**src/rtl/bary_pkg.sv**
```systemverilog
// rtl/bary_pkg.sv - shared widths, FSM states and pixel type for the barycentre tracker
package bary_pkg;

    localparam int COORD_W = 9;
    localparam int CNT_W   = 19;
    localparam int SUM_W   = 27;

    typedef enum logic [1:0] {
        ACCUM,
        DIV,
        PUBLISH
    } bary_state_t;

    typedef struct packed {
        logic [7:0] r;
        logic [7:0] g;
        logic [7:0] b;
    } pixel_t;

endpackage

```
**src/rtl/seq_divider.sv**
```systemverilog
// rtl/seq_divider.sv - restoring unsigned divider, one quotient bit per cycle, MSB first
// The first quotient bit is resolved in the start cycle, so done rises W cycles after start.
module seq_divider #(
    parameter int W   = 27,
    parameter int Q_W = W
) (
    input  logic           clk,
    input  logic           reset,
    input  logic           start,
    input  logic [W-1:0]   dividend,
    input  logic [W-1:0]   divisor,
    output logic           busy,
    output logic           done,
    output logic [Q_W-1:0] quotient
);

    localparam int IW = $clog2(W + 1);
    localparam logic [IW-1:0] LAST = IW'(W - 1);

    logic [W-1:0]  rem, dq, div_q;
    logic [IW-1:0] iter;

    logic [W-1:0] src_rem, src_dq, src_div;
    logic [W:0]   trial;
    logic         ge;
    logic [W-1:0] rem_nxt, dq_nxt;

    // dq holds the unconsumed dividend bits on the left and the quotient bits on the right
    always_comb begin
        src_rem = start ? '0 : rem;
        src_dq  = start ? dividend : dq;
        src_div = start ? divisor : div_q;
        trial   = {src_rem, src_dq[W-1]};
        ge      = trial >= {1'b0, src_div};
        rem_nxt = ge ? (trial[W-1:0] - src_div) : trial[W-1:0];
        dq_nxt  = {src_dq[W-2:0], ge};
    end

    always_ff @(posedge clk or posedge reset) begin
        if (reset) begin
            rem   <= '0;
            dq    <= '0;
            div_q <= '0;
            iter  <= '0;
            busy  <= 1'b0;
            done  <= 1'b0;
        end else begin
            done <= 1'b0;
            if (start) begin
                rem   <= rem_nxt;
                dq    <= dq_nxt;
                div_q <= divisor;
                iter  <= IW'(1);
                busy  <= 1'b1;
            end else if (busy) begin
                rem  <= rem_nxt;
                dq   <= dq_nxt;
                iter <= iter + IW'(1);
                if (iter == LAST) begin
                    busy <= 1'b0;
                    done <= 1'b1;
                end
            end
        end
    end

    assign quotient = dq[Q_W-1:0];

endmodule

```
**src/rtl/barycentre_tracker.sv**
```systemverilog
// rtl/barycentre_tracker.sv - per-frame centroid of lit pixels with a red cross overlay
// Accumulates lit-pixel sums, divides at the VGA_VS falling edge, publishes, and draws the cross.
module barycentre_tracker
    import bary_pkg::*;
#(
    parameter int THRESHOLD  = 128,
    parameter int MIN_PIXELS = 16,
    parameter int CROSS_HALF = 8
) (
    input  logic         VGA_CLK,
    input  logic         reset,
    input  logic         IMG,
    input  logic         VGA_VS,
    input  logic [8:0]   X_Cont,
    input  logic [8:0]   Y_Cont,
    input  logic [7:0]   r,
    input  logic [7:0]   g,
    input  logic [7:0]   b,
    output logic [7:0]   r_out,
    output logic [7:0]   g_out,
    output logic [7:0]   b_out,
    output logic         IMG_out,
    output logic [8:0]   bary_x,
    output logic [8:0]   bary_y,
    output logic         bary_valid,
    output logic         bary_done
);

    localparam logic [7:0]         THR     = THRESHOLD[7:0];
    localparam logic [CNT_W-1:0]   MIN_CNT = MIN_PIXELS[CNT_W-1:0];
    localparam logic [COORD_W-1:0] CH      = CROSS_HALF[COORD_W-1:0];

    bary_state_t state, state_nxt;

    logic             vs_q;
    logic             lit, frame_end, frame_take, enough;
    logic [CNT_W-1:0] cnt, cnt_nxt;
    logic [SUM_W-1:0] sum_x, sum_y, sum_x_nxt, sum_y_nxt, divisor;
    logic             div_start, pub_skip, pub_div, div_done;
    logic             x_busy, y_busy, x_done, y_done;
    logic [COORD_W-1:0] qx, qy;

    // Sums include the current pixel so the frame-end cycle's pixel is not lost
    always_comb begin
        lit        = IMG && (r >= THR);
        frame_end  = vs_q && !VGA_VS;
        frame_take = frame_end && (state == ACCUM);
        cnt_nxt    = cnt + {{(CNT_W-1){1'b0}}, lit};
        sum_x_nxt  = sum_x + (lit ? {{(SUM_W-COORD_W){1'b0}}, X_Cont} : '0);
        sum_y_nxt  = sum_y + (lit ? {{(SUM_W-COORD_W){1'b0}}, Y_Cont} : '0);
        enough     = cnt_nxt >= MIN_CNT;
        divisor    = {{(SUM_W-CNT_W){1'b0}}, cnt_nxt};
        div_done   = x_done && y_done && !x_busy && !y_busy;
    end

    always_ff @(posedge VGA_CLK or posedge reset) begin
        if (reset) begin
            vs_q  <= 1'b0;
            cnt   <= '0;
            sum_x <= '0;
            sum_y <= '0;
        end else begin
            vs_q <= VGA_VS;
            if (frame_take) begin
                cnt   <= '0;
                sum_x <= '0;
                sum_y <= '0;
            end else begin
                cnt   <= cnt_nxt;
                sum_x <= sum_x_nxt;
                sum_y <= sum_y_nxt;
            end
        end
    end

    always_ff @(posedge VGA_CLK or posedge reset) begin
        if (reset) state <= ACCUM;
        else       state <= state_nxt;
    end

    always_comb begin
        state_nxt = state;
        div_start = 1'b0;
        pub_skip  = 1'b0;
        pub_div   = 1'b0;
        case (state)
            ACCUM: begin
                if (frame_take) begin
                    if (enough) begin
                        div_start = 1'b1;
                        state_nxt = DIV;
                    end else begin
                        pub_skip  = 1'b1;
                        state_nxt = PUBLISH;
                    end
                end
            end
            DIV: begin
                if (div_done) begin
                    pub_div   = 1'b1;
                    state_nxt = PUBLISH;
                end
            end
            PUBLISH: state_nxt = ACCUM;
            default: state_nxt = ACCUM;
        endcase
    end

    seq_divider #(.W(SUM_W), .Q_W(COORD_W)) u_div_x (
        .clk      (VGA_CLK),
        .reset    (reset),
        .start    (div_start),
        .dividend (sum_x_nxt),
        .divisor  (divisor),
        .busy     (x_busy),
        .done     (x_done),
        .quotient (qx)
    );

    seq_divider #(.W(SUM_W), .Q_W(COORD_W)) u_div_y (
        .clk      (VGA_CLK),
        .reset    (reset),
        .start    (div_start),
        .dividend (sum_y_nxt),
        .divisor  (divisor),
        .busy     (y_busy),
        .done     (y_done),
        .quotient (qy)
    );

    // Result registers load on the edge entering PUBLISH, so they are valid while bary_done is high
    always_ff @(posedge VGA_CLK or posedge reset) begin
        if (reset) begin
            bary_x     <= '0;
            bary_y     <= '0;
            bary_valid <= 1'b0;
            bary_done  <= 1'b0;
        end else begin
            bary_done <= pub_skip || pub_div;
            if (pub_skip) begin
                bary_valid <= 1'b0;
            end else if (pub_div) begin
                bary_x     <= qx;
                bary_y     <= qy;
                bary_valid <= 1'b1;
            end
        end
    end

    logic [COORD_W-1:0] dx, dy;
    logic               on_cross;
    pixel_t             pix_nxt, pix_q;
    logic               img_q;

    always_comb begin
        dx       = (X_Cont >= bary_x) ? (X_Cont - bary_x) : (bary_x - X_Cont);
        dy       = (Y_Cont >= bary_y) ? (Y_Cont - bary_y) : (bary_y - Y_Cont);
        on_cross = bary_valid && (((Y_Cont == bary_y) && (dx <= CH)) ||
                                  ((X_Cont == bary_x) && (dy <= CH)));
        pix_nxt  = '0;
        if (IMG) begin
            if (on_cross) pix_nxt = '{r: 8'hFF, g: 8'h00, b: 8'h00};
            else          pix_nxt = '{r: r, g: g, b: b};
        end
    end

    always_ff @(posedge VGA_CLK or posedge reset) begin
        if (reset) begin
            pix_q <= '0;
            img_q <= 1'b0;
        end else begin
            pix_q <= pix_nxt;
            img_q <= IMG;
        end
    end

    assign r_out   = pix_q.r;
    assign g_out   = pix_q.g;
    assign b_out   = pix_q.b;
    assign IMG_out = img_q;

endmodule
```
**config.mk**
```make
export PLATFORM = sky130hd
export DESIGN_NAME = barycentre_tracker
export DESIGN_NICKNAME = d
export VERILOG_FILES = /design/src/rtl/bary_pkg.sv /design/src/rtl/seq_divider.sv /design/src/rtl/barycentre_tracker.sv
export SDC_FILE = /design/constraint.sdc
export NUM_CORES = 1
export LEC_CHECK = 0
export CAP_MARGIN = 20
export CORE_ASPECT_RATIO = 0.7
export CORE_UTILIZATION = 49
export CTS_CLUSTER_SIZE = 14
export DETAILED_ROUTE_END_ITERATION = 16
export PLACE_DENSITY_LB_ADDON = 0.25
export SLEW_MARGIN = 10
export SYNTH_ARGS = -nofsm -noshare
export SYNTH_HDL_FRONTEND = slang
export SYNTH_SLANG_ARGS = --single-unit
export TNS_END_PERCENT = 5
```
**constraint.sdc**
```tcl
create_clock -name VGA_CLK -period 18.3 [get_ports VGA_CLK]
set_input_delay 3.66 -clock VGA_CLK [delete_from_list [all_inputs] [get_ports VGA_CLK]]
set_output_delay 3.66 -clock VGA_CLK [all_outputs]
set_load 0.01 [all_outputs]
```
==> metrics.txt <==
FFs w/ async S/R, synth=1.00; Min-Delay Path Class=reg -> reg; largest area contributor in the netlist=dfrtp_1; Die ar.=38,800 um2; Synth top area share=0.399; Sw Ratio=0.384; Critical Path End Type=flop; M1 GR Usage=0.373; DRC errors left=0; clock buffer depth=3; synth top area cells=dfrtp_1 (40%), ha_1 (7.4%), a21oi_1 (4.6%); Hold Vio Cnt, Final=0; Max-Cap Viols=0; Die Wd=235 um; GR peak layer=met1; CP required=18.76 ns; ys flop type=dfrtp_1; worst skew pair latency=0.58 ns; Comb power frac=0.438; initial antenna violation count=0; crit path max fanout=86; commonest non-fill, non-tap cells in the layout=dfrtp_1 (295), nor2_1 (188), a21oi_1 (171), nand2_1 (159), inv_1 (154); relative slew slack=0.293; CP arrival=11.52 ns; Rows=59; Layout Nets=2,290; ANT cells=0; setup TNS=0 ns; Power Density=132 nW/um2; clock skew=0.0120 ns; post-layout min period=11.06 ns; number of gates resized after CTS=0; Yosys reg bits=297; clock root cell=clkbuf_16; core area=37,300 um2; vias in the first global route=14,627; hold buffers post-CTS=0; post-synthesis cell count=2,086; gpl congestion=0.898; clock sink count=297; CTS tree=done; pre-CTS setup slack=6.78 ns; io pins=91; fin crit share=0.604; status=finished, final reports clean; syn avg cell area=8.93 um2; DP HPWL=33,300 um; Initial DRC Count=1,311; FMAX=0.0904 GHz; WL/cell=17.8 um; Overall Global Routing Usage=0.244; Distinct cells, synth=92; Detailed Routing Iterations Pass 1=5; starting density of the core=0.500; IO Port Bufs=90; number of synthesized flops with an enable pin=0; crit path kind=in -> reg; met3 Track Usage GR=0.0317; final setup vio count=0; Multi-input gate area=10,200 um2; setup repair after global routing missed its margin=false; gr ovfl total=0; r2r worst-path depth=23; Syn Std Cell Area=18,600 um2; final worst slack=7.24 ns; Die Height=165 um; largest net degree at the start of global routing=157; Internal=1700 uW; met2 GRT Util=0.367; vias=15,180; fillers=3,289; Switching Power=1060 uW; Layout area overhead=12.4%; first-pass GRT wire length=77,200 um; Reg power frac=0.325; overall power after layout=2770 uW; CTS Buf Count=31; DR vias/cell=5.75; # Post-CTS Setup Buffers=0; Reg area=7430 um2; Clk pwr share=0.237; Slew @ Worst Pin=1.06 ns; peak supply drop=0.0968 mV; Seq/Total Area, Yosys=0.399; CP startpoint kind=primary input; Synth Warn #=0; commonest non-fill, non-tap cell in the layout=dfrtp_1; H-tree depth=1; overall routed net length=46,900 um; worst hold margin=0.459 ns; syn nets=2,246; Worst-path clk slew=0.06 ns; Hold Path Stages=2; post-detailed-route count of antenna-violating nets=0; Max Slew Vio Count=0; fraction of layout cells with a size suffix above 1=0.0553; Leak=0.00964 uW
power by group through the flow:
stage               clock network [uW]  logic, uW  registers [uW]
floorplan                            0        954             874
global placement                     0       1160             904
detailed placement                   0       1180             909
CTS                                673       1190             899
global route                       697       1350             920
finish                             656       1210             901
cell type report:
class,instances,share of cell area
multi-input cells,1538,0.488
flip-flops and latches,297,0.355
repair buffers,105,0.0499
clock buffers,43,0.0411
well taps,488,0.0291
inverters,157,0.0285
clock inverters,13,0.00836
kinds of logic after synthesis:
group,after synthesis,share of synthesized area
multiplexers,43,0.0247
buffers and inverters,251,0.0533
AO/OA/AOI/OAI,544,0.191
adder cells (fa/ha/maj),116,0.0792
AND/OR/NAND/NOR,694,0.187
XOR/XNOR,141,0.0663
flip-flops,297,0.399
critical path: stages:
cell and delay [ns]:
clkdlybuf4s50_1 0.68, clkinv_1 0.53, nor2_1 0.27, ha_1 0.21, ha_1 0.19, nand2_1 0.10, nor2_2 0.32, a211oi_1 0.14
a41o_1 0.25, and3_1 0.32, a21oi_4 0.18, buf_4 0.43, buf_4 0.74, o21ai_0 0.25, ha_1 0.40, a21o_1 0.20
a21o_1 0.18, a21oi_1 0.16, and2_1 0.14, a211o_1 0.15, nand4bb_1 0.36, a31oi_4 0.60, buf_4 0.40, nand2b_1 0.21
nor2_1 0.06, a221o_1 0.27
cell usage after synthesis, types with 19 or more instances:
library cell and number:
a211oi_1 53, a21oi_1 171, and3_1 26, nor3_1 46, inv_1 155, ha_1 110, o21bai_1 19, xor2_1 54
a21o_1 42, nand4_1 26, nand2_1 159, mux2i_1 19, xnor2_1 87, clkbuf_1 72, and2_1 69, nor2b_1 62
nand3_1 38, o21ai_0 102, dfrtp_1 297, nor2_1 188, mux2_2 24
metal layers:
metal,share of wire,vias to the layer above
li1,-,7362
met1,0.51,7357
met2,0.42,396
met3,0.055,65
met4,0.017,0
met5,0,-
registers in the layout (all words and copies together) (netlist names), 2 cells and up:
| name | cells |
|---|---|
| u_div_y.iter | 5 |
| u_div_y.dq | 27 |
| r_out | 8 |
| b_out | 8 |
| bary_y | 9 |
| bary_x | 9 |
| u_div_x.rem | 27 |
| u_div_x.div_q | 27 |
| u_div_x.dq | 27 |
| sum_y | 27 |
| cnt | 19 |
| u_div_y.rem | 27 |
| u_div_x.iter | 5 |
| u_div_y.div_q | 27 |
| g_out | 8 |
| state | 2 |
| sum_x | 27 |
path summary, 6_finish.rpt:
path	start	to	slack, ns
setup / recovery	IMG	u_div_y.rem[18]	7.24
min in group asynchronous	reset	u_div_y.rem[7]	3.52
max in group asynchronous	reset	u_div_x.busy	13.51
hold / removal	u_div_y.div_q[19]	u_div_y.div_q[19]	0.46
hold reg to reg	u_div_y.div_q[19]	u_div_y.div_q[19]	0.46
setup reg to reg	cnt[0]	u_div_y.rem[18]	11.53
through the flow:
stage	cells	util	area (um2)
after floorplan	2086	-	18600
after global placement	2584	0.533	19900
after detailed placement	2584	0.533	19900
after CTS	2640	0.561	20900
after global routing	2641	0.562	21000
final	2641	0.562	21000
Note: power is estimated with default switching activity, not from simulation.
